## config.mk

```make
export PLATFORM = sky130hd
export DESIGN_NAME = apb_master_ctrl
export DESIGN_NICKNAME = d
export VERILOG_FILES = /design/src/rtl/apb_bridge_pkg.sv /design/src/rtl/apb_addr_decode.sv /design/src/rtl/apb_master_ctrl.sv
export SDC_FILE = /design/constraint.sdc
export NUM_CORES = 1
export LEC_CHECK = 0
export ABC_AREA = 1
export CAP_MARGIN = 20
export CELL_PAD_IN_SITES_DETAIL_PLACEMENT = 1
export CELL_PAD_IN_SITES_GLOBAL_PLACEMENT = 1
export CORE_MARGIN = 2
export CORE_UTILIZATION = 27
export CTS_CLUSTER_DIAMETER = 120
export DETAILED_ROUTE_END_ITERATION = 10
export PLACE_DENSITY_LB_ADDON = 0.1
export SYNTH_ARGS = -nofsm -noshare
export SYNTH_HDL_FRONTEND = slang
export SYNTH_SLANG_ARGS = --single-unit
```

## constraint.sdc

```tcl
create_clock -name Hclk -period 1.63 [get_ports Hclk]
set_input_delay 0.163 -clock Hclk [delete_from_list [all_inputs] [get_ports Hclk]]
set_output_delay 0.163 -clock Hclk [all_outputs]
set_load 0.02 [all_outputs]
```

## src/rtl/apb_bridge_pkg.sv

```systemverilog
// ---------------------------------------------------------------------------
// apb_bridge_pkg
// Shared definitions for the APB master controller:
//   - apb_state_t : controller FSM states
//   - REGIONn_BASE / REGIONn_LIMIT : inclusive address windows of the three
//     APB slaves
//   - SEL_* : one-hot Pselx encodings that go with each window
// ---------------------------------------------------------------------------
package apb_bridge_pkg;

  typedef enum logic [1:0] {
    ST_IDLE   = 2'd0,
    ST_SETUP  = 2'd1,
    ST_ENABLE = 2'd2,
    ST_ERR    = 2'd3
  } apb_state_t;

  localparam logic [31:0] REGION0_BASE  = 32'h8000_0000;
  localparam logic [31:0] REGION0_LIMIT = 32'h83FF_FFFF;
  localparam logic [31:0] REGION1_BASE  = 32'h8400_0000;
  localparam logic [31:0] REGION1_LIMIT = 32'h87FF_FFFF;
  localparam logic [31:0] REGION2_BASE  = 32'h8800_0000;
  localparam logic [31:0] REGION2_LIMIT = 32'h8BFF_FFFF;

  localparam logic [2:0] SEL_NONE    = 3'b000;
  localparam logic [2:0] SEL_REGION0 = 3'b001;
  localparam logic [2:0] SEL_REGION1 = 3'b010;
  localparam logic [2:0] SEL_REGION2 = 3'b100;

endpackage

```

## src/rtl/apb_addr_decode.sv

```systemverilog
// ---------------------------------------------------------------------------
// apb_addr_decode
// Purely combinational address decoder for the three APB slave windows.
// Ports:
//   addr  in  [31:0]  address to decode
//   sel   out [2:0]   one-hot slave select (000 when unmapped)
//   valid out         1 when addr falls inside one of the windows
// ---------------------------------------------------------------------------
module apb_addr_decode
  import apb_bridge_pkg::*;
(
  input  logic [31:0] addr,
  output logic [2:0]  sel,
  output logic        valid
);

  // Windows do not overlap, so the priority order here is irrelevant.
  always_comb begin
    sel   = SEL_NONE;
    valid = 1'b0;
    if (addr >= REGION0_BASE && addr <= REGION0_LIMIT) begin
      sel   = SEL_REGION0;
      valid = 1'b1;
    end else if (addr >= REGION1_BASE && addr <= REGION1_LIMIT) begin
      sel   = SEL_REGION1;
      valid = 1'b1;
    end else if (addr >= REGION2_BASE && addr <= REGION2_LIMIT) begin
      sel   = SEL_REGION2;
      valid = 1'b1;
    end
  end

endmodule

```

## src/rtl/apb_master_ctrl.sv

```systemverilog
// ---------------------------------------------------------------------------
// apb_master_ctrl
// Turns single upstream requests into APB SETUP/ENABLE transfers, with an
// error path for unmapped addresses that completes with the same latency.
// Ports:
//   Hclk, Hreset           clock, synchronous active-high reset
//   req_valid/req_ready    upstream handshake
//   req_write/addr/wdata   request payload
//   rsp_valid/err/rdata    one-cycle completion (rdata holds until next one)
//   Pselx, Penable, Pwrite APB control
//   Paddr, Pwdata, Prdata  APB address and data
// ---------------------------------------------------------------------------
module apb_master_ctrl
  import apb_bridge_pkg::*;
(
  input  logic        Hclk,
  input  logic        Hreset,
  input  logic        req_valid,
  output logic        req_ready,
  input  logic        req_write,
  input  logic [31:0] req_addr,
  input  logic [31:0] req_wdata,
  output logic        rsp_valid,
  output logic        rsp_err,
  output logic [31:0] rsp_rdata,
  output logic        Pwrite,
  output logic        Penable,
  output logic [2:0]  Pselx,
  output logic [31:0] Paddr,
  output logic [31:0] Pwdata,
  input  logic [31:0] Prdata
);

  apb_state_t  state_q, state_d;
  logic        accept;
  logic [2:0]  dec_sel;
  logic        dec_valid;
  logic        write_q;
  logic [31:0] addr_q, wdata_q;
  logic [2:0]  sel_q;
  // Delays the error completion by one cycle so it lands at the same
  // offset after accept as a mapped completion does.
  logic        err_pend_q;

  apb_addr_decode u_decode (
    .addr  (req_addr),
    .sel   (dec_sel),
    .valid (dec_valid)
  );

  // State register
  always_ff @(posedge Hclk) begin
    if (Hreset) state_q <= ST_IDLE;
    else        state_q <= state_d;
  end

  // Next-state logic and APB control outputs. req_ready is forced low
  // during reset so nothing can be captured on the reset edge.
  always_comb begin
    req_ready = 1'b0;
    state_d   = ST_IDLE;
    Pselx     = SEL_NONE;
    Penable   = 1'b0;
    if (!Hreset && state_q != ST_SETUP) req_ready = 1'b1;
    accept = req_valid & req_ready;
    case (state_q)
      ST_SETUP: begin
        Pselx   = sel_q;
        state_d = ST_ENABLE;
      end
      ST_ENABLE: begin
        Pselx   = sel_q;
        Penable = 1'b1;
      end
      default: ;
    endcase
    if (state_q != ST_SETUP) begin
      if (accept) state_d = dec_valid ? ST_SETUP : ST_ERR;
      else        state_d = ST_IDLE;
    end
  end

  // Request capture; the APB address/data lines hold these between transfers.
  always_ff @(posedge Hclk) begin
    if (Hreset) begin
      write_q <= 1'b0;
      addr_q  <= '0;
      wdata_q <= '0;
      sel_q   <= SEL_NONE;
    end else if (accept) begin
      write_q <= req_write;
      addr_q  <= req_addr;
      wdata_q <= req_wdata;
      sel_q   <= dec_sel;
    end
  end

  assign Pwrite = write_q;
  assign Paddr  = addr_q;
  assign Pwdata = wdata_q;

  // Completion pipeline. An ENABLE cycle and a pending error can never
  // coincide (ERR is never directly followed by ENABLE), so responses
  // stay one cycle wide and in order.
  always_ff @(posedge Hclk) begin
    if (Hreset) begin
      err_pend_q <= 1'b0;
      rsp_valid  <= 1'b0;
      rsp_err    <= 1'b0;
      rsp_rdata  <= '0;
    end else begin
      err_pend_q <= (state_q == ST_ERR);
      if (state_q == ST_ENABLE) begin
        rsp_valid <= 1'b1;
        rsp_err   <= 1'b0;
        rsp_rdata <= write_q ? 32'h0 : Prdata;
      end else if (err_pend_q) begin
        rsp_valid <= 1'b1;
        rsp_err   <= 1'b1;
        rsp_rdata <= 32'h0;
      end else begin
        rsp_valid <= 1'b0;
        rsp_err   <= 1'b0;
      end
    end
  end

endmodule

```

==> results of run 1 <==
kinds of logic after synthesis:
| kind of cell | Yosys count | synth area share |
|---|---|---|
| flops | 105 | 0.551 |
| simple gates | 279 | 0.314 |
| compound gates | 42 | 0.0551 |
| fa+ha+maj | 3 | 0.00985 |
| buf+inv | 50 | 0.0696 |
per-layer routing:
metal	part of all wire	up-vias	GRT usage
li1	-	1932	-
met1	0.41	1775	0.191
met2	0.49	120	0.278
met3	0.092	9	0.0604
met4	0.013	0	0.0632
met5	0	-	0
synthesized netlist by cell type, drive strengths merged:
cell type / number / area, um2
o21ai: 5 / 25.0
buf: 35 / 209
ha: 3 / 37.5
nand3: 100 / 500
inv: 15 / 56.3
nand4: 2 / 12.5
nand2: 161 / 607
dfxtp: 105 / 2100
nor2: 16 / 77.6
a21oi: 37 / 185
area by class of cell:
cell class	count	area, um2	share of cell area
inverter	15	58.8	0.00921
clock buffer	13	260	0.0408
timing repair buffer	218	2250	0.352
multi-input combinational	324	1450	0.227
clock inverter	2	37.5	0.00588
sequential	105	2100	0.329
tap	180	225	0.0353
what timing repair did:
| action | CTS | global route |
|---|---|---|
| pin swaps | 0 | 1 |
| cloned | 0 | 1 |
| resized for setup | 17 | 5 |
| hold endpoints to repair | 0 | 0 |
| setup endpoints to repair | 5 | 54 |
sequential cells by signal, summed over array words and instances, names as in the netlist:
signal,count
Pwdata,32
Paddr,32
err_pend_q,1
sel_q,3
rsp_err,1
rsp_rdata,32
state_q,2
rsp_valid,1
Pwrite,1
final timing paths:
| path | start | endpoint | cells after the start |
|---|---|---|---|
| hold reg to reg | rsp_rdata[19]$_SDFFE_PP0P_ | rsp_rdata[19]$_SDFFE_PP0P_ | 2 |
| setup / recovery | state_q[0]$_SDFF_PN0_ | req_ready | 4 |
| hold / removal | req_addr[22] | Paddr[22]$_SDFFE_PP0P_ | 3 |
| setup reg to reg | state_q[0]$_SDFF_PN0_ | state_q[1]$_SDFF_PP0_ | 8 |
per-stage QoR:
step | TNS, ps | instances | area [um2] | setup slack, ps | power [uW]
final | 0 | 857 | 6380 | 96.6 | 6220
after global placement | -6.06 | 841 | 6070 | -6.06 | 4060
after floorplan | 0 | 479 | 3810 | 182 | 3380
after detailed placement | -38.2 | 841 | 6070 | -38.2 | 4080
after CTS | 0 | 856 | 6340 | 20.9 | 6330
after global routing | 0 | 857 | 6380 | 5.08 | 6550
report_power, final:
| part | internal, uW | switching [uW] | total, uW |
|---|---|---|---|
| clock | 1270 | 930 | 2200 |
| sequential | 2730 | 83.0 | 2810 |
| combinational | 623 | 588 | 1210 |
| total | 4620 | 1600 | 6220 |
critical path, cell delays in order (launching register included):
cell	delay [ps]
dfxtp_1	320
buf_4	130
ha_1	220
nor2_2	150
buf_2	210
==> summary.md, run 1 <==
| Metric | Value |
|---|---|
| Clk_skew | `6.86 ps` |
| Data arrival, critical path | `1370 ps` |
| First-pass GRT wire length | `19.3 mm` |
| Slew of the pin with the lowest slew margin | `412 ps` |
| Chip height | `123 um` |
| FILL cells | `between 1500 and 2000` |
| Post-CTS Hold Fix Bufs | `0` |
| Gpl congestion | `between 0.6 and 0.7` |
| RSZ-0062 raised after global routing | `no` |
| Nets | `approximately 780` |
| Largest net degree at the start of global routing | `42` |
| DIE WIDTH | `123 um` |
| CP endpoint kind | `primary output` |
| I/O pin cnt | `204` |
| Setup bufs post-CTS | `0` |
| Routed Antenna Nets | `0` |
| Pwr dens | `975 mW/mm2` |
| Area growth syn-to-layout | `67.4%` |
| Hold Path Class | `input pin to flop` |
| Clock buffer depth | `2` |
| Slew margin rel. | `0.726` |
| Max Cap Violations | `0` |
| Ant diodes | `0` |
| Routed vias | `3836` |
| Initial Util | `0.276` |
| Latest clock arrival within the worst-skew pair | `340 ps` |
| Die area | `0.0151 mm2` |
| Row count | `43` |
| Gr ovfl total | `0` |
| Worst hold margin | `361 ps` |
| Sink Count | `105` |
| Minimum clock period | `approximately 1500 ps` |
| Clock root cell | `clkbuf_16` |
| Avg Cell Area, Syn | `just under 8 um2` |
| Synthesis-stage register bit count | `105` |
| Final wirelength | `12.8 mm` |
| I/O Buffers | `203` |
| Kind of critical path | `flop to primary output` |
| CTS tree | `built` |
| Tot GR Track Use | `0.165` |
| Slew Viols, Final | `0` |
| Most common cell after layout, fill and taps aside | `clkdlybuf4s50_1` |
| Final hold viol count | `0` |
| Initial antenna violation count | `0` |
| FMAX | `0.652 GHz` |
| Drt wl/cell | `14.9 um` |
| Share of layout cells above drive strength 1 | `0.0561` |
| Register area share after synthesis | `0.551` |
| Worst Path Max Fanout | `2` |
| Flop2flop setup slack | `around 110 ps` |
| Vias per Instance | `4.48` |
| # setup viols final | `0` |
| Dpl hpwl | `8.98 mm` |
| CTS clk-pin slew, worst paths | `70 ps` |
| Period utilization | `0.941` |
| Final Core Density | `0.462` |
| Cells after Synth | `479` |
| Syn. warnings | `0` |
| Vias in the first global route | `about 3900` |
| Cell variety after synth | `18` |
| Syn nets | `582` |
| Peak VDD IR | `between 400 and 500 uV` |
| DRT iter0 DRCs | `around 150` |
| Status | `completed` |
| Most frequent cells in the layout | `198 x clkdlybuf4s50_1, 160 x nand2_1, 105 x dfxtp_1` |
| DRT Pass-1 Iters | `4` |
| Total core area | `~0.014 mm2` |
| Critical Path Source Type | `flop` |
| Post-Syn Area | `0.00381 mm2` |
| CTS buffer count | `9` |
| Leak | `0.00262 uW` |
| DR DRC count | `0` |
| CP Data Required Time | `1470 ps` |
| H-tree levels | `3` |
Note: power is estimated with default switching activity, not from simulation.
==> run 2, diff against run 1 <==
Settings changed: CORE_ASPECT_RATIO set to 0.7.
==> run 2 against run 1 <==
Combinational power about the same. Register-to-register slack better by 70 ps. Sequential share of layout area increased by 0.10 points. Via count rose by 0.23%. Largest cell class unchanged. Global-route usage is 0.25 points higher. Utilization is 0.27 points lower. First-iteration DRC count fell by 17%. Non-clock buffer count increased by 1. Fmax is 1.8% higher. Clock-buffer cell count down 4. Sequential power about the same.
==> summary.md, run 2 (same netlist as run 1, synthesis figures left out) <==
| Metric | Value |
|---|---|
| Status | `completed (unchanged)` |
| CTS tree | `built (unchanged)` |
| Hold Path Class | `input pin to flop (unchanged)` |
| H-tree levels | `3 (unchanged)` |
| Chip height | `103 um (was 123 um)` |
| Gr ovfl total | `0 (unchanged)` |
| Routed vias | `3845 (was 3836)` |
| DR DRC count | `0 (unchanged)` |
| Worst hold margin | `362 ps (was 361 ps)` |
| Minimum clock period | `1510 ps (was 1530 ps)` |
| Vias in the first global route | `3955 (was 3892)` |
| CP Data Required Time | `1470 ps (about the same)` |
| CTS buffer count | `9 (unchanged)` |
| Peak VDD IR | `472 uV (was 430 uV)` |
| First-pass GRT wire length | `20.3 mm (was 19.3 mm)` |
| Latest clock arrival within the worst-skew pair | `340 ps (about the same)` |
| Initial Util | `0.275 (was 0.276)` |
| Largest net degree at the start of global routing | `38 (was 42)` |
| Ant diodes | `0 (unchanged)` |
| DIE WIDTH | `146 um (was 123 um)` |
| CP max stage cell | `dfxtp_2 (was dfxtp_1)` |
| Gpl congestion | `0.693 (was 0.698)` |
| Data arrival, critical path | `1340 ps (was 1370 ps)` |
| Clock buffer depth | `2 (unchanged)` |
| # setup viols final | `0 (unchanged)` |
| Dpl hpwl | `9.30 mm (was 8.98 mm)` |
| Final hold viol count | `0 (unchanged)` |
| Pwr dens | `986 mW/mm2 (was 975 mW/mm2)` |
| FILL cells | `1687 (was 1629)` |
| Setup tns final | `0 ps (unchanged)` |
| Total core area | `0.0139 mm2 (was 0.0138 mm2)` |
| CP endpoint kind | `primary output (unchanged)` |
| Crit-path cells | `inv_1, ha_1, nor2_1, buf_2 (was buf_4, ha_1, nor2_2, buf_2)` |
| Most common cell after layout, fill and taps aside | `clkdlybuf4s50_1 (unchanged)` |
| Post-CTS Hold Fix Bufs | `0 (unchanged)` |
| DRT Pass-1 Iters | `4 (unchanged)` |
| Clk_skew | `5.54 ps (was 6.86 ps)` |
| DRT iter0 DRCs | `125 (was 151)` |
| Slew Viols, Final | `0 (unchanged)` |
| Worst Path Max Fanout | `3 (was 2)` |
| Final Core Density | `0.459 (was 0.462)` |
| Final wirelength | `12.6 mm (was 12.8 mm)` |
| Slew of the pin with the lowest slew margin | `393 ps (was 412 ps)` |
| Worst path max stage delay | `340 ps (was 320 ps)` |
| Crit path max-delay family | `flip-flops (was buffers and inverters)` |
| FMAX | `0.664 GHz (was 0.652 GHz)` |
| Share of layout cells above drive strength 1 | `0.0619 (was 0.0561)` |
| Slew margin rel. | `0.738 (was 0.726)` |
| RSZ-0062 raised after global routing | `no (unchanged)` |
| Area growth syn-to-layout | `67.0% (was 67.4%)` |
| Drt wl/cell | `14.5 um (was 14.9 um)` |
| Most frequent cells in the layout | `198 x clkdlybuf4s50_1, 160 x nand2_1, 104 x dfxtp_1 (was 198 x clkdlybuf4s50_1, 160 x nand2_1, 105 x dfxtp_1)` |
| Row count | `36 (was 43)` |
| Vias per Instance | `4.43 (was 4.48)` |
| I/O Buffers | `203 (unchanged)` |
| Nets | `777 (was 776)` |
| Leak | `0.00262 uW (about the same)` |
| CTS clk-pin slew, worst paths | `70 ps (about the same)` |
| I/O pin cnt | `204 (unchanged)` |
| Max Cap Violations | `0 (unchanged)` |
| Period utilization | `0.924 (was 0.941)` |
| Tot GR Track Use | `0.168 (was 0.165)` |
| Routed Antenna Nets | `0 (unchanged)` |
| Sink Count | `105 (unchanged)` |
| Critical Path Source Type | `flop (unchanged)` |
| Initial antenna violation count | `0 (unchanged)` |
| Kind of critical path | `flop to primary output (unchanged)` |
| Buf/Inv on CP | `2 (unchanged)` |
| Die area | `0.0151 mm2 (about the same)` |
| Clock root cell | `clkbuf_16 (unchanged)` |
[run 2: cell count changes in the layout (fill, tap and decap cells not counted), moves of 2 or more]
cell	before	now
clkbuf_1	2	0
buf_12	8	6
clkbuf_8	2	0
buf_4	7	11
clkinv_2	0	3
[run 2: layout make-up]
class                           instances  area (um2)  area share
Tap cell                              190         238      0.0373
Clock inverter                          6        83.8      0.0132
Sequential cell                       105        2100       0.330
Timing Repair Buffer                  219        2210       0.347
Multi-Input combinational cell        324        1450       0.228
Clock buffer                            9         225      0.0354
Inverter                               15        58.8     0.00924
[run 2: final timing paths]
check	startpoint	endpoint	slack, ps	depth (start not counted)
worst max-delay path	state_q[0]$_SDFF_PN0_	Pselx[0]	120	4
worst min-delay path	req_wdata[3]	Pwdata[3]$_SDFFE_PP0P_	360	3
worst max register to register	state_q[0]$_SDFF_PN0_	rsp_rdata[5]$_SDFFE_PP0P_	180	7
worst min register to register	Paddr[17]$_SDFFE_PP0P_	Paddr[17]$_SDFFE_PP0P_	460	2
[run 2: tightest hold or removal path: cells and delay by family]
kind / cells / cell delay, ps
buffers and inverters: 1 / 390
and+or+nand+nor: 2 / 100
[run 2: per-layer routing]
| layer | global-route usage | share of wire |
|---|---|---|
| met5 | 0 | 0 |
| met4 | 0.0381 | 0.0067 |
| met3 | 0.0785 | 0.094 |
| met1 | 0.205 | 0.44 |
| met2 | 0.274 | 0.46 |
[run 2: what timing repair did]
item | CTS | global route
buffers inserted | 0 | 0
setup endpoints to repair | 5 | 39
pin swaps | 0 | 0
gates resized for setup | 16 | 6
[run 2: stage by stage]
stage                     total power [uW]  cell area [um2]  worst slack [ps]  cells
final                                 6280             6370               124    868
after global routing                  6590             6370              26.8    868
after CTS                             6390             6360              33.6    868
after detailed placement              4080             6070             -24.5    853
after global placement                4060             6070              19.6    853
after floorplan                       3380             3810               182    479
[run 2: report_power, final]
group / switching (uW) / internal (uW) / total, uW
registers: 84.5 / 2730 / 2810
clock network: 940 / 1330 / 2270
logic: 581 / 610 / 1190
==> run 3, diff against run 2 <==
Settings changed: SLEW_MARGIN set to 5.
==> results of run 3 <==
Final layout, timing and power as in run 2 (identical DEF).
